### src/rtl/ws2812_chain_if.sv
// Pixel-write and frame-control bundle for ws2812_chain.
// i_Brightness exists only when WS2812_BRIGHTNESS_EN is defined.
interface ws2812_chain_if #(
  parameter int NUM_LEDS = 8
);
  localparam int AW = (NUM_LEDS > 1) ? $clog2(NUM_LEDS) : 1;

  logic          i_Wr_En;
  logic [AW-1:0] i_Wr_Addr;
  logic [23:0]   i_Wr_Data;
  logic          i_Start;
`ifdef WS2812_BRIGHTNESS_EN
  logic [7:0]    i_Brightness;
`endif
  logic          o_Led;
  logic          o_Ready;
  logic          o_Done;

`ifdef WS2812_BRIGHTNESS_EN
  modport master (output i_Wr_En, i_Wr_Addr, i_Wr_Data, i_Start, i_Brightness,
                  input  o_Led, o_Ready, o_Done);
  modport slave  (input  i_Wr_En, i_Wr_Addr, i_Wr_Data, i_Start, i_Brightness,
                  output o_Led, o_Ready, o_Done);
`else
  modport master (output i_Wr_En, i_Wr_Addr, i_Wr_Data, i_Start,
                  input  o_Led, o_Ready, o_Done);
  modport slave  (input  i_Wr_En, i_Wr_Addr, i_Wr_Data, i_Start,
                  output o_Led, o_Ready, o_Done);
`endif
endinterface

### src/rtl/ws2812_chain.sv
// WS2812 serial driver: NUM_LEDS x 24-bit GRB pixel store streamed MSB first.
// Define WS2812_BRIGHTNESS_EN to scale every colour byte by (i_Brightness+1)/256.
module ws2812_chain #(
  parameter int CLOCK_FREQUENCY = 100000000,
  parameter int NUM_LEDS        = 8,
  parameter int T0H_NS          = 400,
  parameter int T1H_NS          = 800,
  parameter int BIT_NS          = 1250,
  parameter int RESET_US        = 80
) (
  input logic           i_Clock,
  input logic           i_Reset,
  ws2812_chain_if.slave bus
);
  localparam int T0H_CYC   = int'(longint'(CLOCK_FREQUENCY) * longint'(T0H_NS) / 64'd1000000000);
  localparam int T1H_CYC   = int'(longint'(CLOCK_FREQUENCY) * longint'(T1H_NS) / 64'd1000000000);
  localparam int BIT_CYC   = int'(longint'(CLOCK_FREQUENCY) * longint'(BIT_NS) / 64'd1000000000);
  localparam int RESET_CYC = int'(longint'(CLOCK_FREQUENCY) * longint'(RESET_US) / 64'd1000000);

  localparam int AW = (NUM_LEDS > 1) ? $clog2(NUM_LEDS) : 1;
  localparam int CW = (BIT_CYC > 1) ? $clog2(BIT_CYC) : 1;
  localparam int LW = (RESET_CYC > 1) ? $clog2(RESET_CYC) : 1;

  localparam logic [CW-1:0] BIT_LAST = CW'(BIT_CYC - 1);
  localparam logic [CW-1:0] T0H_V    = CW'(T0H_CYC);
  localparam logic [CW-1:0] T1H_V    = CW'(T1H_CYC);
  localparam logic [LW-1:0] LAT_LAST = LW'(RESET_CYC - 1);
  localparam logic [AW-1:0] PIX_LAST = AW'(NUM_LEDS - 1);

  if (T0H_CYC >= T1H_CYC || T1H_CYC >= BIT_CYC || NUM_LEDS < 1 || RESET_CYC < 1) begin : g_param_check
    $error("ws2812_chain: illegal timing or NUM_LEDS parameters");
  end

  typedef enum logic [1:0] {IDLE = 2'd0, LOAD = 2'd1, BIT = 2'd2, LATCH = 2'd3} state_t;

  state_t        r_State, w_State_Nx;
  logic [CW-1:0] r_Cyc, w_Cyc_Nx;
  logic [4:0]    r_Bit, w_Bit_Nx;
  logic [AW-1:0] r_Pix, w_Pix_Nx;
  logic [23:0]   r_Shift, w_Shift_Nx;
  logic [23:0]   r_Prefetch, w_Prefetch_Nx;
  logic [LW-1:0] r_Lat, w_Lat_Nx;
  logic          r_Led, w_Led_Nx;
  logic          r_Ready, w_Ready_Nx;
  logic          r_Done, w_Done_Nx;
  logic [23:0]   r_Mem [NUM_LEDS];
  logic [23:0]   w_Load_Pixel;
  logic [23:0]   w_Fetch_Pixel;
  logic [AW-1:0] w_Pix_Inc;
  logic          w_Addr_Ok;

  assign w_Pix_Inc = r_Pix + AW'(1'b1);
  assign w_Addr_Ok = ({1'b0, bus.i_Wr_Addr} < (AW+1)'(NUM_LEDS));

`ifdef WS2812_BRIGHTNESS_EN
  logic [7:0] r_Bright;

  function automatic logic [23:0] scale_pixel(input logic [23:0] p, input logic [7:0] b);
    logic [15:0] prod;
    logic [23:0] res;
    res = 24'd0;
    for (int i = 0; i < 3; i++) begin
      prod = {8'd0, p[8*i +: 8]} * ({8'd0, b} + 16'd1);
      res[8*i +: 8] = prod[15:8];
    end
    return res;
  endfunction

  // Brightness is frozen for the whole frame once LOAD samples it.
  always_ff @(posedge i_Clock or posedge i_Reset) begin
    if (i_Reset) begin
      r_Bright <= 8'd0;
    end else if (r_State == LOAD) begin
      r_Bright <= bus.i_Brightness;
    end else begin
      r_Bright <= r_Bright;
    end
  end

  assign w_Load_Pixel  = scale_pixel(r_Mem[{AW{1'b0}}], bus.i_Brightness);
  assign w_Fetch_Pixel = scale_pixel(r_Mem[w_Pix_Inc], r_Bright);
`else
  assign w_Load_Pixel  = r_Mem[{AW{1'b0}}];
  assign w_Fetch_Pixel = r_Mem[w_Pix_Inc];
`endif

  // Pixel store accepts writes in every state and deliberately has no reset.
  always_ff @(posedge i_Clock) begin
    if (bus.i_Wr_En && w_Addr_Ok) begin
      r_Mem[bus.i_Wr_Addr] <= bus.i_Wr_Data;
    end
  end

  // State, counters and registered outputs.
  always_ff @(posedge i_Clock or posedge i_Reset) begin
    if (i_Reset) begin
      r_State    <= IDLE;
      r_Cyc      <= '0;
      r_Bit      <= 5'd0;
      r_Pix      <= '0;
      r_Shift    <= 24'd0;
      r_Prefetch <= 24'd0;
      r_Lat      <= '0;
      r_Led      <= 1'b0;
      r_Ready    <= 1'b1;
      r_Done     <= 1'b0;
    end else begin
      r_State    <= w_State_Nx;
      r_Cyc      <= w_Cyc_Nx;
      r_Bit      <= w_Bit_Nx;
      r_Pix      <= w_Pix_Nx;
      r_Shift    <= w_Shift_Nx;
      r_Prefetch <= w_Prefetch_Nx;
      r_Lat      <= w_Lat_Nx;
      r_Led      <= w_Led_Nx;
      r_Ready    <= w_Ready_Nx;
      r_Done     <= w_Done_Nx;
    end
  end

  // Next-state logic; o_Led is registered from the next bit position so it
  // rises on the very edge that leaves LOAD.
  always_comb begin
    w_State_Nx    = r_State;
    w_Cyc_Nx      = r_Cyc;
    w_Bit_Nx      = r_Bit;
    w_Pix_Nx      = r_Pix;
    w_Shift_Nx    = r_Shift;
    w_Prefetch_Nx = r_Prefetch;
    w_Lat_Nx      = r_Lat;
    w_Done_Nx     = 1'b0;
    w_Led_Nx      = 1'b0;
    w_Ready_Nx    = 1'b0;
    case (r_State)
      IDLE: begin
        if (bus.i_Start) w_State_Nx = LOAD;
        else             w_State_Nx = IDLE;
      end
      LOAD: begin
        w_Shift_Nx = w_Load_Pixel;
        w_Cyc_Nx   = '0;
        w_Bit_Nx   = 5'd0;
        w_Pix_Nx   = '0;
        w_State_Nx = BIT;
      end
      BIT: begin
        // Next pixel is captured on the first cycle of bit 23 only.
        if (r_Bit == 5'd23 && r_Cyc == '0 && r_Pix != PIX_LAST) w_Prefetch_Nx = w_Fetch_Pixel;
        else                                                    w_Prefetch_Nx = r_Prefetch;
        if (r_Cyc == BIT_LAST) begin
          w_Cyc_Nx = '0;
          if (r_Bit != 5'd23) begin
            w_Bit_Nx   = r_Bit + 5'd1;
            w_Shift_Nx = {r_Shift[22:0], 1'b0};
          end else if (r_Pix != PIX_LAST) begin
            w_Bit_Nx   = 5'd0;
            w_Pix_Nx   = w_Pix_Inc;
            w_Shift_Nx = r_Prefetch;
          end else begin
            w_Bit_Nx   = 5'd0;
            w_Lat_Nx   = '0;
            w_State_Nx = LATCH;
          end
        end else begin
          w_Cyc_Nx = r_Cyc + CW'(1'b1);
        end
      end
      LATCH: begin
        if (r_Lat == LAT_LAST) begin
          w_State_Nx = IDLE;
          w_Done_Nx  = 1'b1;
        end else begin
          w_Lat_Nx = r_Lat + LW'(1'b1);
        end
      end
      default: w_State_Nx = IDLE;
    endcase
    w_Led_Nx   = (w_State_Nx == BIT) && (w_Cyc_Nx < (w_Shift_Nx[23] ? T1H_V : T0H_V));
    w_Ready_Nx = (w_State_Nx == IDLE);
  end

  assign bus.o_Led   = r_Led;
  assign bus.o_Ready = r_Ready;
  assign bus.o_Done  = r_Done;
endmodule

### src/flat_wrapper.sv
// flat-port wrapper written by rule: the top's interface ports become plain ports
module ws2812_chain_flat 
#(
  parameter int CLOCK_FREQUENCY = 100000000,
  parameter int NUM_LEDS        = 8,
  parameter int T0H_NS          = 400,
  parameter int T1H_NS          = 800,
  parameter int BIT_NS          = 1250,
  parameter int RESET_US        = 80
)
  (i_Clock, i_Reset, bus_i_Wr_En, bus_i_Wr_Addr, bus_i_Wr_Data, bus_i_Start, bus_o_Led, bus_o_Ready, bus_o_Done);
  ws2812_chain_if #(.NUM_LEDS(NUM_LEDS)) bus_i ();
  input logic i_Clock;
  input logic i_Reset;
  input wire logic [$bits(bus_i.i_Wr_En)-1:0] bus_i_Wr_En;
  input wire logic [$bits(bus_i.i_Wr_Addr)-1:0] bus_i_Wr_Addr;
  input wire logic [$bits(bus_i.i_Wr_Data)-1:0] bus_i_Wr_Data;
  input wire logic [$bits(bus_i.i_Start)-1:0] bus_i_Start;
  output wire logic [$bits(bus_i.o_Led)-1:0] bus_o_Led;
  output wire logic [$bits(bus_i.o_Ready)-1:0] bus_o_Ready;
  output wire logic [$bits(bus_i.o_Done)-1:0] bus_o_Done;
  assign bus_i.i_Wr_En = bus_i_Wr_En;
  assign bus_i.i_Wr_Addr = bus_i_Wr_Addr;
  assign bus_i.i_Wr_Data = bus_i_Wr_Data;
  assign bus_i.i_Start = bus_i_Start;
  assign bus_o_Led = bus_i.o_Led;
  assign bus_o_Ready = bus_i.o_Ready;
  assign bus_o_Done = bus_i.o_Done;
  ws2812_chain #(.CLOCK_FREQUENCY(CLOCK_FREQUENCY), .NUM_LEDS(NUM_LEDS), .T0H_NS(T0H_NS), .T1H_NS(T1H_NS), .BIT_NS(BIT_NS), .RESET_US(RESET_US)) u_core (.i_Clock(i_Clock), .i_Reset(i_Reset), .bus(bus_i));
endmodule
### config.mk
export PLATFORM = sky130hd
export DESIGN_NAME = ws2812_chain_flat
export DESIGN_NICKNAME = d
export VERILOG_FILES = /design/src/rtl/ws2812_chain_if.sv /design/src/rtl/ws2812_chain.sv /design/src/flat_wrapper.sv
export SDC_FILE = /design/constraint.sdc
export NUM_CORES = 1
export LEC_CHECK = 0
export ABC_AREA = 1
export CELL_PAD_IN_SITES_DETAIL_PLACEMENT = 1
export CELL_PAD_IN_SITES_GLOBAL_PLACEMENT = 1
export CORE_MARGIN = 5
export CORE_UTILIZATION = 54
export DETAILED_ROUTE_END_ITERATION = 10
export GPL_TIMING_DRIVEN = 0
export PLACE_DENSITY_LB_ADDON = 0.1
export SYNTH_ARGS = -nofsm -noshare
export SYNTH_HDL_FRONTEND = slang
export SYNTH_SLANG_ARGS = --single-unit
### constraint.sdc
create_clock -name i_Clock -period 5.7 [get_ports i_Clock]
set_input_delay 1.14 -clock i_Clock [delete_from_list [all_inputs] [get_ports i_Clock]]
set_output_delay 1.14 -clock i_Clock [all_outputs]
set_load 0.03 [all_outputs]
# == Word level (Yosys, flattened, before mapping) ==
# Memories as Yosys holds them, arrays and structs flattened. A register that Yosys moved wholly into a read port is not among the register bits.
# Cells that the tools add are included.
# totals
latchBits,0
n_memories,1
rom_bits,0
wordCells,73
reg_bits,57
ramBits,192
input_bits,31
# mem_list
memory,words,width,rd,rd_clocked_by_memory_dff,wr,line,rtl
u_core.r_Mem,8,24,2,1,1,ws2812_chain.sv:46,logic [23:0] r_Mem [NUM_LEDS];
# op_classes
n_eq_ne,15
order_cmp,1
reduce_logical,13
bitwise_logic,0
shifts,0
div_mod_pow,0
n_addsub,4
muxes,29
multipliers,0
# op_table
op,n
24-bit two-way mux,3
13-bit two-way mux,4
24-bit case mux with 2 select lines,1
13-bit case mux with 2 select lines,1
7-bit two-way mux,2
7-bit case mux with 2 select lines,1
"13-bit by 1-bit adder with 13-bit output, second input constant",1
"13-bit equality test, second input constant",1
5-bit two-way mux,2
5-bit case mux with 2 select lines,1
3-bit two-way mux,3
2-bit two-way mux,4
2-bit case mux with 4 select lines,1
"7-bit by 1-bit adder with 7-bit output, second input constant",1
"7-bit equality test, second input constant",1
7-bit logical NOT,1
7-bit < comparator,1
"2-bit equality test, second input constant",3
"2-bit inequality test, second input constant",3
3-bit case mux with 2 select lines,1
"5-bit by 1-bit adder with 5-bit output, second input constant",1
"5-bit equality test, second input constant",1
1-bit two-way mux,5
"5-bit inequality test, second input constant",1
other kinds (12),18

# == Longest topological paths before layout ==
# Gate-level depths: netlist (run 1).
# logic_depth
word_depth,8
depth_mapped,15
mapped_depth_nobuf,15

# == Least setup slack after synthesis (run 1) ==
# No wires, ideal clock.
# synth_timing
path_type,input to register
from,input bus_i_Wr_Addr[0]
to,memory u_core.r_Mem[0][0] (enable)
t_arrival_ns,2.306
n_path_buf,0
path_stages,3
setup_slack_ns,2.990
required_ns,5.295
setup_time_ns,0.405
path_cell_list,inv_1 nand2_1 nor2_1
# synth_rtl
element,line,rtl
"start, declared",flat_wrapper.sv:16,input wire logic [$bits(bus_i.i_Wr_Addr)-1:0] bus_i_Wr_Addr;
"end, declared",ws2812_chain.sv:46,
# Straight into the memory's write port.

# == Worst setup path after layout (run 1) ==
# layout_timing
from,register u_core.r_Pix[0]
to,"register u_core.r_Prefetch[16], read port of u_core.r_Mem"
# layout_via
elab_chain_len,3
# layout_lines
element,line,rtl
"start, declared",ws2812_chain.sv:39,"logic [AW-1:0] r_Pix, w_Pix_Nx;"
"start signal, assigned",ws2812_chain.sv:111,r_Pix <= w_Pix_Nx;
"parallel branches: the longest is 3 deep, another holds 3-bit by 1-bit adder with 3-bit output",-,
"end, declared",ws2812_chain.sv:41,"logic [23:0] r_Prefetch, w_Prefetch_Nx;"
# Parallel ways; which one is timed is not known.
# A chain may end at the register's enable or synchronous reset.

==> results of run 1 <==
==> layout by cell type (no fill, tap or decap), drive strengths merged, types with 11 or more instances in the layout <==
| cell | netlist | routed |
|---|---|---|
| clkbuf | 36 | 73 |
| mux2i | 17 | 17 |
| inv | 112 | 114 |
| o221ai | 30 | 30 |
| clkdlybuf4s50 | 0 | 33 |
| ha | 14 | 14 |
| o21ai | 182 | 182 |
| a21oi | 35 | 35 |
| o22ai | 17 | 17 |
| dfrtp | 80 | 80 |
| clkinv | 0 | 11 |
| nand2 | 73 | 73 |
| nand3 | 47 | 47 |
| o211ai | 23 | 23 |
| nor2 | 115 | 115 |
| buf | 22 | 29 |
| edfxtp | 192 | 192 |
==> critical path, cell delays in order, from the launching register on <==
cell and delay [ns]:
dfrtp_1 0.42, ha_1 0.42, inv_1 0.12, clkbuf_1 0.43, clkbuf_1 0.53, o21ai_0 0.25, o221ai_1 0.39, nand3_1 0.17
o21ai_1 0.13
==> per-layer routing <==
metal  up-vias  part of all wire [%]  wire [um]
li1       3810                     -          -
met3        55                   6.5       2179
met2       307                    51      17220
met5         -                     0          0
met1      4318                    40      13460
met4         0                   2.2        749
==> cell type report <==
class | instances | area, um^2
Sequential cell | 273 | 7794
Fill cell | 2193 | 7701
Multi-Input combinational cell | 586 | 3237
Clock buffer | 37 | 765.7
Timing Repair Buffer | 40 | 460.4
Inverter | 112 | 422.9
Tap cell | 275 | 344.1
Buffer | 58 | 284.0
Clock inverter | 17 | 145.1
==> through the flow <==
stage          cells  hold slack (ns)  total power, mW  util [%]  worst slack, ns
2_1_floorplan   1029           0.4453            3.891         -            2.482
3_3_place_gp    1337           0.4603            4.512     58.52            1.076
3_5_place_dp    1344           0.4725            4.637     59.29            2.584
4_1_cts         1398           0.4867            6.510     63.60            2.810
5_1_grt         1398           0.5118            6.837     63.60            2.670
6_report        1398           0.4866            6.508     63.60            2.754
==> registers in the layout, summed over array words and instances, names as in the netlist <==
signal,flops
u_core.bus.o_Done,1
u_core.bus.o_Led,1
u_core.bus.o_Ready,1
u_core.r_Bit,5
u_core.r_Cyc,7
u_core.r_Lat,13
u_core.r_Mem,192
u_core.r_Pix,3
u_core.r_Prefetch,24
u_core.r_Shift,24
u_core.r_State,2
==> kinds of logic (layout without fill, tap and decap cells) <==
logic type                 Yosys count  in the layout  share of synthesized area, %
and+or+nand+nor                    253            253                         9.460
buffers and inverters              170            264                         6.018
DFF                                273            273                         66.58
adders and majority gates           14             14                         1.497
AOI/OAI and AO/OA                  294            294                         14.39
xor gates and xnor gates             8              8                        0.5986
muxes                               17             17                         1.454
==> power by group <==
part           switching (mW)  internal, mW  total [mW]
Combinational            1.59         0.699        2.28
Sequential             0.0960          2.30        2.40
Clock                   0.786          1.04        1.83
==> synthesized netlist by cell type (4+ instances only) <==
| cell type | number | area, um^2 |
|---|---|---|
| ha_1 | 14 | 175.2 |
| nand3_1 | 46 | 230.2 |
| dfrtp_1 | 80 | 2002 |
| o211ai_1 | 23 | 172.7 |
| o21ai_0 | 156 | 780.8 |
| nand2_1 | 70 | 262.8 |
| nor3_1 | 5 | 25.02 |
| inv_1 | 107 | 401.6 |
| a21oi_1 | 35 | 175.2 |
| o22ai_1 | 17 | 106.4 |
| xor2_1 | 8 | 70.07 |
| o21ai_1 | 25 | 125.1 |
| nand4_1 | 7 | 43.79 |
| o221ai_1 | 30 | 262.8 |
| buf_6 | 4 | 45.04 |
| inv_2 | 5 | 18.77 |
| mux2i_1 | 17 | 170.2 |
| buf_2 | 11 | 55.05 |
| edfxtp_1 | 192 | 5766 |
| clkbuf_1 | 36 | 135.1 |
| nor2_1 | 110 | 412.9 |
==> worst min path at each step <==
stage                                     to  slack, ns  cells after the start
after floorplan           u_core.r_Shift[12]       0.45                      2
after global placement     u_core.r_Shift[4]       0.46                      2
after detailed placement  u_core.r_Shift[22]       0.47                      2
after CTS                  u_core.r_Shift[7]       0.49                      2
after global routing       u_core.r_Shift[2]       0.51                      2
final                     u_core.r_Shift[22]       0.49                      2
==> metrics.cfg, run 1 <==
[global_routing]
grt_overflow = 0
use_met3_pct = 4.207
grt_usage_pct = 27.32
grt_max_degree = 51
met1_usage_pct = 34.95
busiest_layer = met2
globalRouteMet2Util_pct = 48.75
grt_pass1_wl_um = 51850
grt_pass1_vias = 9072
antenna_found_initial = 0

[setup_path]
ff2ff_setup_slack_ns = 2.75
cp.required_ns = 6.16
critPathCapture = u_core.r_Prefetch[16]
crit_path_start = u_core.r_Pix[0]
endpoint_kind = flop
reg2reg_to = u_core.r_Prefetch[16]
crit_path_max_fanout = 10
critPathLaunchType = flop
reg2reg_depth = 8
worstPathArrival_ns = 3.41
path_class = reg2reg
r2r_start = u_core.r_Pix[0]

[synthesis]
yosysWarnings = 0
async_flop_share_pct = 29.67
synth_cell_types = 41
seq_area_frac_synth_pct = 66.58
synth_edf_count = 192
avgSynthCellArea_um2 = 11.38
syn_inst = 1029
syn_nets = 1074
synthFlopType = edfxtp_1
ys_ff_latch = 273
syn_area_mm2 = 0.01170

[routing]
drt_pass1_iterations = 5
post_drt_via_cell_ratio = 6.073
drc = 0
detail_route.wl_per_cell_um = 24.04
antenna_left = 0
routed_wl_um = 33610
via_count = 8490
drt_iter0_drc = 669

[placed_design]
hpwl_um = 22450
portBuffers = 33
gp_congestion = 0.8579
place_area_mm2 = 0.01254

[clocking]
cts_inserted_buffers = 29
clk_pin_slew_ns = 0.06
root_buffer = clkbuf_16
tritoncts = built
cts_buffer_depth = 3
hold_buffers = 0
clock_latency_ns = 0.56
clock-sinks = 273
postCtsSetupRepairBufs = 0
cts_resized = 0
h-tree-depth = 1

[sta]
period_share_pct = 51.69
max_freq_mhz = 339.4
max_slew_margin_pct = 38.41
period_minus_slack_ns = 2.946
skew_ns = 0.01291
rsz0062_at_grt = false
finalSetupViolCount = 0
tightest_slew_ns = 0.9216
fin_setup_tns_ns = 0
drv_slew = 0
hold_viol_final = 0

[outcome]
status = completed

[die]
dieArea_mm2 = 0.02472
fp.dieH_um = 157.2
rows = 53
io_pins = 34
die_w_um = 157.2
core_mm2 = 0.02115
start_util_pct = 55.33

[power]
ir_drop_mv = 0.4028
leakagePower_nw = 5.039
powerDensity_mw_per_mm2 = 483.8

[cells_and_area]
antenna-diode-count = 0
fin_nets = 1145
syn2layout_area_growth_pct = 14.93
drive_gt1_share_pct = 8.459
fin_area_mm2 = 0.01345

[hold_path]
hold_class = reg2reg
min-delay-start = u_core.r_Shift[22]

[job]
cap_violations = 0

Power figures use the tool's default switching activity.
==> run 2: changes to the inputs <==
- CORE_UTILIZATION: 54 -> 45
- clock period: 5.7 -> 2.6 ns (I/O delays scaled with it)
==> metrics.cfg, run 2 (synthesized netlist as in run 1, its figures left out) <==
[outcome]
status = completed  ; unchanged

[sta]
fin_setup_tns_ns = 0  ; unchanged
max_slew_margin_pct = 39.98  ; was 38.41%
max_freq_mhz = 413.6  ; was 339.4 MHz
fin_ws_ns = 0.1820  ; was 2.754 ns
rsz0062_at_grt = false  ; unchanged
skew_ns = 0.01255  ; was 0.01291 ns
period_minus_slack_ns = 2.418  ; was 2.946 ns
tightest_slew_ns = 0.8982  ; was 0.9216 ns
finalSetupViolCount = 0  ; unchanged
drv_slew = 0  ; unchanged
hold_viol_final = 0  ; unchanged
hold_ws_ns = 0.3303  ; was 0.4866 ns
period_share_pct = 93.00  ; was 51.69%

[routing]
antenna_left = 0  ; unchanged
via_count = 8112  ; was 8490
drc = 0  ; unchanged
detail_route.wl_per_cell_um = 22.05  ; was 24.04 um
drt_iter0_drc = 611  ; was 669
drt_pass1_iterations = 5  ; unchanged
post_drt_via_cell_ratio = 5.575  ; was 6.073
routed_wl_um = 32080  ; was 33610 um

[cells_and_area]
most-common-layout-cells = 192 x edfxtp_1, 156 x o21ai_0, 104 x inv_1  ; was 192 x edfxtp_1, 156 x o21ai_0, 106 x inv_1
post-route-util_pct = 52.47  ; was 63.60%
fin_nets = 1147  ; was 1145
largest_reg_flops = 192  ; unchanged
reg_top3 = u_core.r_Mem: 192 flops, u_core.r_Prefetch: 24 flops, u_core.r_Shift: 24 flops  ; unchanged
multi_input_area_mm2 = 0.003276  ; was 0.003237 mm^2
antenna-diode-count = 0  ; unchanged
fin_area_mm2 = 0.01356  ; was 0.01345 mm^2
syn2layout_area_growth_pct = 15.82  ; was 14.93%
drive_gt1_share_pct = 9.554  ; was 8.459%
regMostFlops = u_core.r_Mem  ; unchanged
fillers = 2730  ; was 2193
layout.cells.most_common = edfxtp_1  ; unchanged
stdcell_count = 1455  ; was 1398
seqCellArea_mm2 = 0.007796  ; was 0.007794 mm^2

[global_routing]
grt_overflow = 0  ; unchanged
antenna_found_initial = 0  ; unchanged
grt_max_degree = 50  ; was 51
grt_usage_pct = 22.03  ; was 27.32%
grt_pass1_vias = 8544  ; was 9072
grt_pass1_wl_um = 49550  ; was 51850 um

[power]
leakagePower_nw = 5.057  ; was 5.039 nW
clkPwrFrac_pct = 27.4  ; was 28.1%
powerDensity_mw_per_mm2 = 1042  ; was 483.8 mW/mm^2
total_power_mw = 14.13  ; was 6.508 mW
p_sw_share_pct = 37.48  ; was 37.92%
ir_drop_mv = 0.6449  ; was 0.4028 mV
intPower_mw = 8.835  ; was 4.040 mW
switching_power_mw = 5.296  ; was 2.468 mW
p_comb_share_pct = 35.5  ; was 35.1%
seqPwrFrac_pct = 37.1  ; was 36.8%

[setup_path]
endpoint_kind = flop  ; unchanged
ff2ff_setup_slack_ns = 0.18  ; was 2.75 ns
worstPathArrival_ns = 2.89  ; was 3.41 ns
cp.required_ns = 3.08  ; was 6.16 ns
reg2reg_depth = 14  ; was 8
max_stage_delay_ns = 0.40  ; was 0.53 ns
path_class = reg2reg  ; unchanged
critPathLaunchType = flop  ; unchanged
cp_common_cell = inv_1  ; was clkbuf_1
crit_path_max_fanout = 6  ; was 10
cp_cell_sequence = inv_1 > ha_1 > inv_1 > nor2_2 > nand2_2 > nor2_4 > nand3_1 > nand3_2 > inv_1 > ha_1 > a21o_1 > nor2_1 > nand2_1 > a21oi_1  ; was ha_1 > inv_1 > clkbuf_1 > clkbuf_1 > o21ai_0 > o221ai_1 > nand3_1 > o21ai_1
cp_slowest_cell = dfrtp_1  ; was clkbuf_1

[die]
die_w_um = 171.3  ; was 157.2 um
fp.dieH_um = 171.3  ; was 157.2 um
io_pins = 34  ; unchanged
start_util_pct = 45.30  ; was 55.33%
core_mm2 = 0.02584  ; was 0.02115 mm^2
rows = 59  ; was 53
dieArea_mm2 = 0.02934  ; was 0.02472 mm^2

[placed_design]
dp_cells = 1403  ; was 1344
hpwl_um = 22200  ; was 22450 um
portBuffers = 33  ; unchanged
gp_congestion = 0.8412  ; was 0.8579
pre_cts_ws_ns = -0.2037  ; was 2.584 ns
place_area_mm2 = 0.01261  ; was 0.01254 mm^2

[clocking]
clock-sinks = 273  ; unchanged
h-tree-depth = 1  ; unchanged
cts_buffer_depth = 3  ; unchanged
cts_inserted_buffers = 29  ; unchanged
root_buffer = clkbuf_16  ; unchanged
clk_pin_slew_ns = 0.06  ; about the same
tritoncts = built  ; unchanged
clock_latency_ns = 0.56  ; about the same

[hold_path]
hold_class = in2async  ; was reg2reg

[job]
cap_violations = 0  ; unchanged

[run 2: what timing repair did]
action,CTS,global route
gates resized for setup,6,15
setup buffers,0,4
hold buffers,0,0
pin swaps,0,2
setup endpoints to repair,14,19
gates cloned,0,0
[run 2: area by class of cell]
class | instances | share of cell area [%]
well taps | 335 | 3.092
plain buffers | 57 | 2.197
clock buffers | 37 | 5.722
multi-input cells | 586 | 24.16
repair buffers | 43 | 3.507
flip-flops and latches | 273 | 57.51
inverters | 112 | 3.120
clock inverters | 12 | 0.6922
[run 2: critical path: cells and delay by family (launching register included)]
| family | cells | cell delay, ns |
|---|---|---|
| adder cells (fa/ha/maj) | 2 | 0.48 |
| buffers and inverters | 3 | 0.22 |
| flip-flops | 1 | 0.40 |
| AO/OA/AOI/OAI | 2 | 0.34 |
| AND/OR/NAND/NOR | 7 | 0.90 |
[run 2: routing by layer]
metal	routed length (um)	up-vias	part of all wire, %	GRT usage [%]
met3	1135	55	3.5	2.735
met1	14420	4116	45	30.09
met2	15730	135	49	37.73
met4	789	0	2.5	5.649
li1	-	3806	-	-
met5	0	-	0	0
[run 2: path summary, 6_finish.rpt]
kind / from / endpoint
setup / recovery: u_core.r_Cyc[0] / u_core.bus.o_Led
min in group i_Clock: u_core.r_Shift[19] / u_core.r_Shift[19]
hold / removal: i_Reset / u_core.r_Lat[8]
max in group asynchronous: i_Reset / u_core.r_Prefetch[19]
hold reg to reg: u_core.r_Shift[19] / u_core.r_Shift[19]
setup reg to reg: u_core.r_Cyc[0] / u_core.bus.o_Led
[run 2: power groups by stage]
| stage | clock, mW | combinational (mW) | sequential (mW) |
|---|---|---|---|
| 3_3_place_gp | 0 | 4.75 | 5.32 |
| 5_1_grt | 4.13 | 5.54 | 5.28 |
| 4_1_cts | 3.95 | 4.98 | 5.24 |
| 6_report | 3.87 | 5.02 | 5.25 |
| 2_1_floorplan | 0 | 3.25 | 5.28 |
| 3_5_place_dp | 0 | 4.92 | 5.32 |
==> patch, RTL diff (flow settings as in run 2) <==
`CLOCK_FREQUENCY` is set to 100000000 in 2 places; all go to 50000000.
--- a/src/rtl/ws2812_chain.sv
+++ b/src/rtl/ws2812_chain.sv
@@ -1,7 +1,7 @@
 // WS2812 serial driver: NUM_LEDS x 24-bit GRB pixel store streamed MSB first.
 // Define WS2812_BRIGHTNESS_EN to scale every colour byte by (i_Brightness+1)/256.
 module ws2812_chain #(
-  parameter int CLOCK_FREQUENCY = 100000000,
+  parameter int CLOCK_FREQUENCY = 50000000,
   parameter int NUM_LEDS        = 8,
   parameter int T0H_NS          = 400,
   parameter int T1H_NS          = 800,
--- a/src/flat_wrapper.sv
+++ b/src/flat_wrapper.sv
@@ -1,7 +1,7 @@
 // flat-port wrapper written by rule: the top's interface ports become plain ports
 module ws2812_chain_flat 
 #(
-  parameter int CLOCK_FREQUENCY = 100000000,
+  parameter int CLOCK_FREQUENCY = 50000000,
   parameter int NUM_LEDS        = 8,
   parameter int T0H_NS          = 400,
   parameter int T1H_NS          = 800,
Formal check against the unedited RTL: no difference found for any inputs over 10 cycles, from zero or initial values and one cycle with i_Reset high; that may be too few to reach the edited logic, so the function may still have changed.
==> patch against run 2 <==
Clock skew shrank 0.0017 ns; sequential cell count shrank 2; worst setup slack lost 0.074 ns; cell area increased by 0.58%; wire length increased by 4.3%; synthesized area shrank 0.75%; maximum frequency down 3.0%; critical path type unchanged.
Power is not compared: it rests on default switching activity, and its combinational part moved more than twofold at a synthesized area within 25%.
==> patch: results (changes against run 2) <==
- **vias in the first global route** 8831, +3.4%
- **mux share of post-synthesis cell area** 0, -0.0145
- **stage delay of the slowest cell on the critical path** 0.42 ns, +0.02 ns
- **portion of the post-synthesis area used by sequential elements** 0.667, +0.000712
- **sequential share of cell area** 0.568, -0.00709
- **Buffers excl. clock** 95, -5.0%
- **via count** 8311, +2.5%
- **layout cells sized above 1** 0.115, +0.0197
- **placed instance count** 1398, -0.36%
- **R2R depth** 17, +3
- **number of fill cells in the layout** 2641, -3.3%
- **post-synthesis compound-gate area fraction** 0.146, +0.00238
- **total detailed-routing wirelength** 33500 um, +4.3%
- **overall routing resource usage** 0.232, +0.0114
- **net count of the mapped netlist** 1073, -0.093%
- **growth of design area from synthesis to finish** 17.4%
- **gate count of the mapped netlist** 1029, unchanged
- **result of the run** completed
- **Setup Fix Bufs, Post-CTS** 0, unchanged
- **post-route clock skew** 0.0108 ns, -0.00175 ns
- **Non-clock inverters** 77, -31%
- **wire length per cell** 23.1 um, +4.7%
- **maximum number of pins on one net before global-route repair** 46, -8.0%
- **Peak supply drop** 0.000723 V
- **cell types occupying the most area after synthesis** edfxtp_1 (50%), dfrtp_1 (17%), o21ai_0 (6.5%)
- **CP max FO** 5, -1
- **xor/xnor cell area share of the yosys netlist** 0.00603, +0.0000451
- **top cells by count, synth** edfxtp_1 (192), nor2_1 (152), o21ai_0 (152), nand2_1 (105), dfrtp_1 (78)
- **final-layout clock-cell area share** 0.0748, +0.0106
- **number of I/O port buffers** 33, unchanged
- **Lkg Pwr** 4.88 nW
- **number of distinct library cells after synthesis** 40, -2.4%
- **clock latency on the worst-skew pair** 0.57 ns
- **Placed Area** 12600 um2, -0.39%
- **count of clock buffers in the final design** 30, -19%
- **Post-Synth Adder-Cell Area** 0.0140, -0.000964
- **comb pwr** 227 uW
- **post-cts gate resize count** 13, +7
- **total half-perimeter wirelength after legalization and detailed placement** 22100 um, -0.29%
- **post-synthesis instance area** 11600 um2, -0.75%
- **CP arrival** 3.00 ns, +0.11 ns
- **layout buffering overhead excluding clock cells** 0.0564, -0.000605
- **initial drt markers** 628, +2.8%
- **worst-case setup slack after placement** -0.288 ns, -0.0844 ns
- **share of cell area taken by multi-input logic gates** 0.249, +0.00732
- **first-pass GRT wire length** 51600 um, +4.2%
- **number of enable flip-flop cells after synthesis** 192, unchanged
- **antenna violations before repair** 3, +3
- **router iterations before antenna repair** 5, unchanged
- **Diodes inserted** 1, +1
- **number of multi-input combinational cells in the layout** 622, +6.1%
- **final estimated routing congestion in global placement** 0.828, -1.6%
- **Async SR Flop Fraction** 0.292, -0.00519
- **clock tree sinks** 271, -0.73%
- **slew of the pin with the lowest slew margin** 0.957 ns, +0.0592 ns
patch: path summary, 6_finish.rpt:
| kind | start | end | slack [ns] |
|---|---|---|---|
| setup reg to reg | u_core.r_State[0] | u_core.bus.o_Led | 0.11 |
| min in group i_Clock | u_core.r_Shift[7] | u_core.r_Shift[7] | 0.51 |
| hold reg to reg | u_core.r_Shift[7] | u_core.r_Shift[7] | 0.51 |
| max in group asynchronous | i_Reset | u_core.r_Pix[0] | 1.64 |
| hold / removal | i_Reset | u_core.r_State[1] | 0.35 |
| setup / recovery | u_core.r_State[0] | u_core.bus.o_Led | 0.11 |
patch: per-layer routing:
metal | vias up | global-route usage | part of all wire
met5 | - | 0 | 0.00078
met3 | 62 | 0.0430 | 0.058
li1 | 3797 | - | -
met4 | 4 | 0.0559 | 0.024
met1 | 4240 | 0.309 | 0.43
met2 | 208 | 0.395 | 0.49
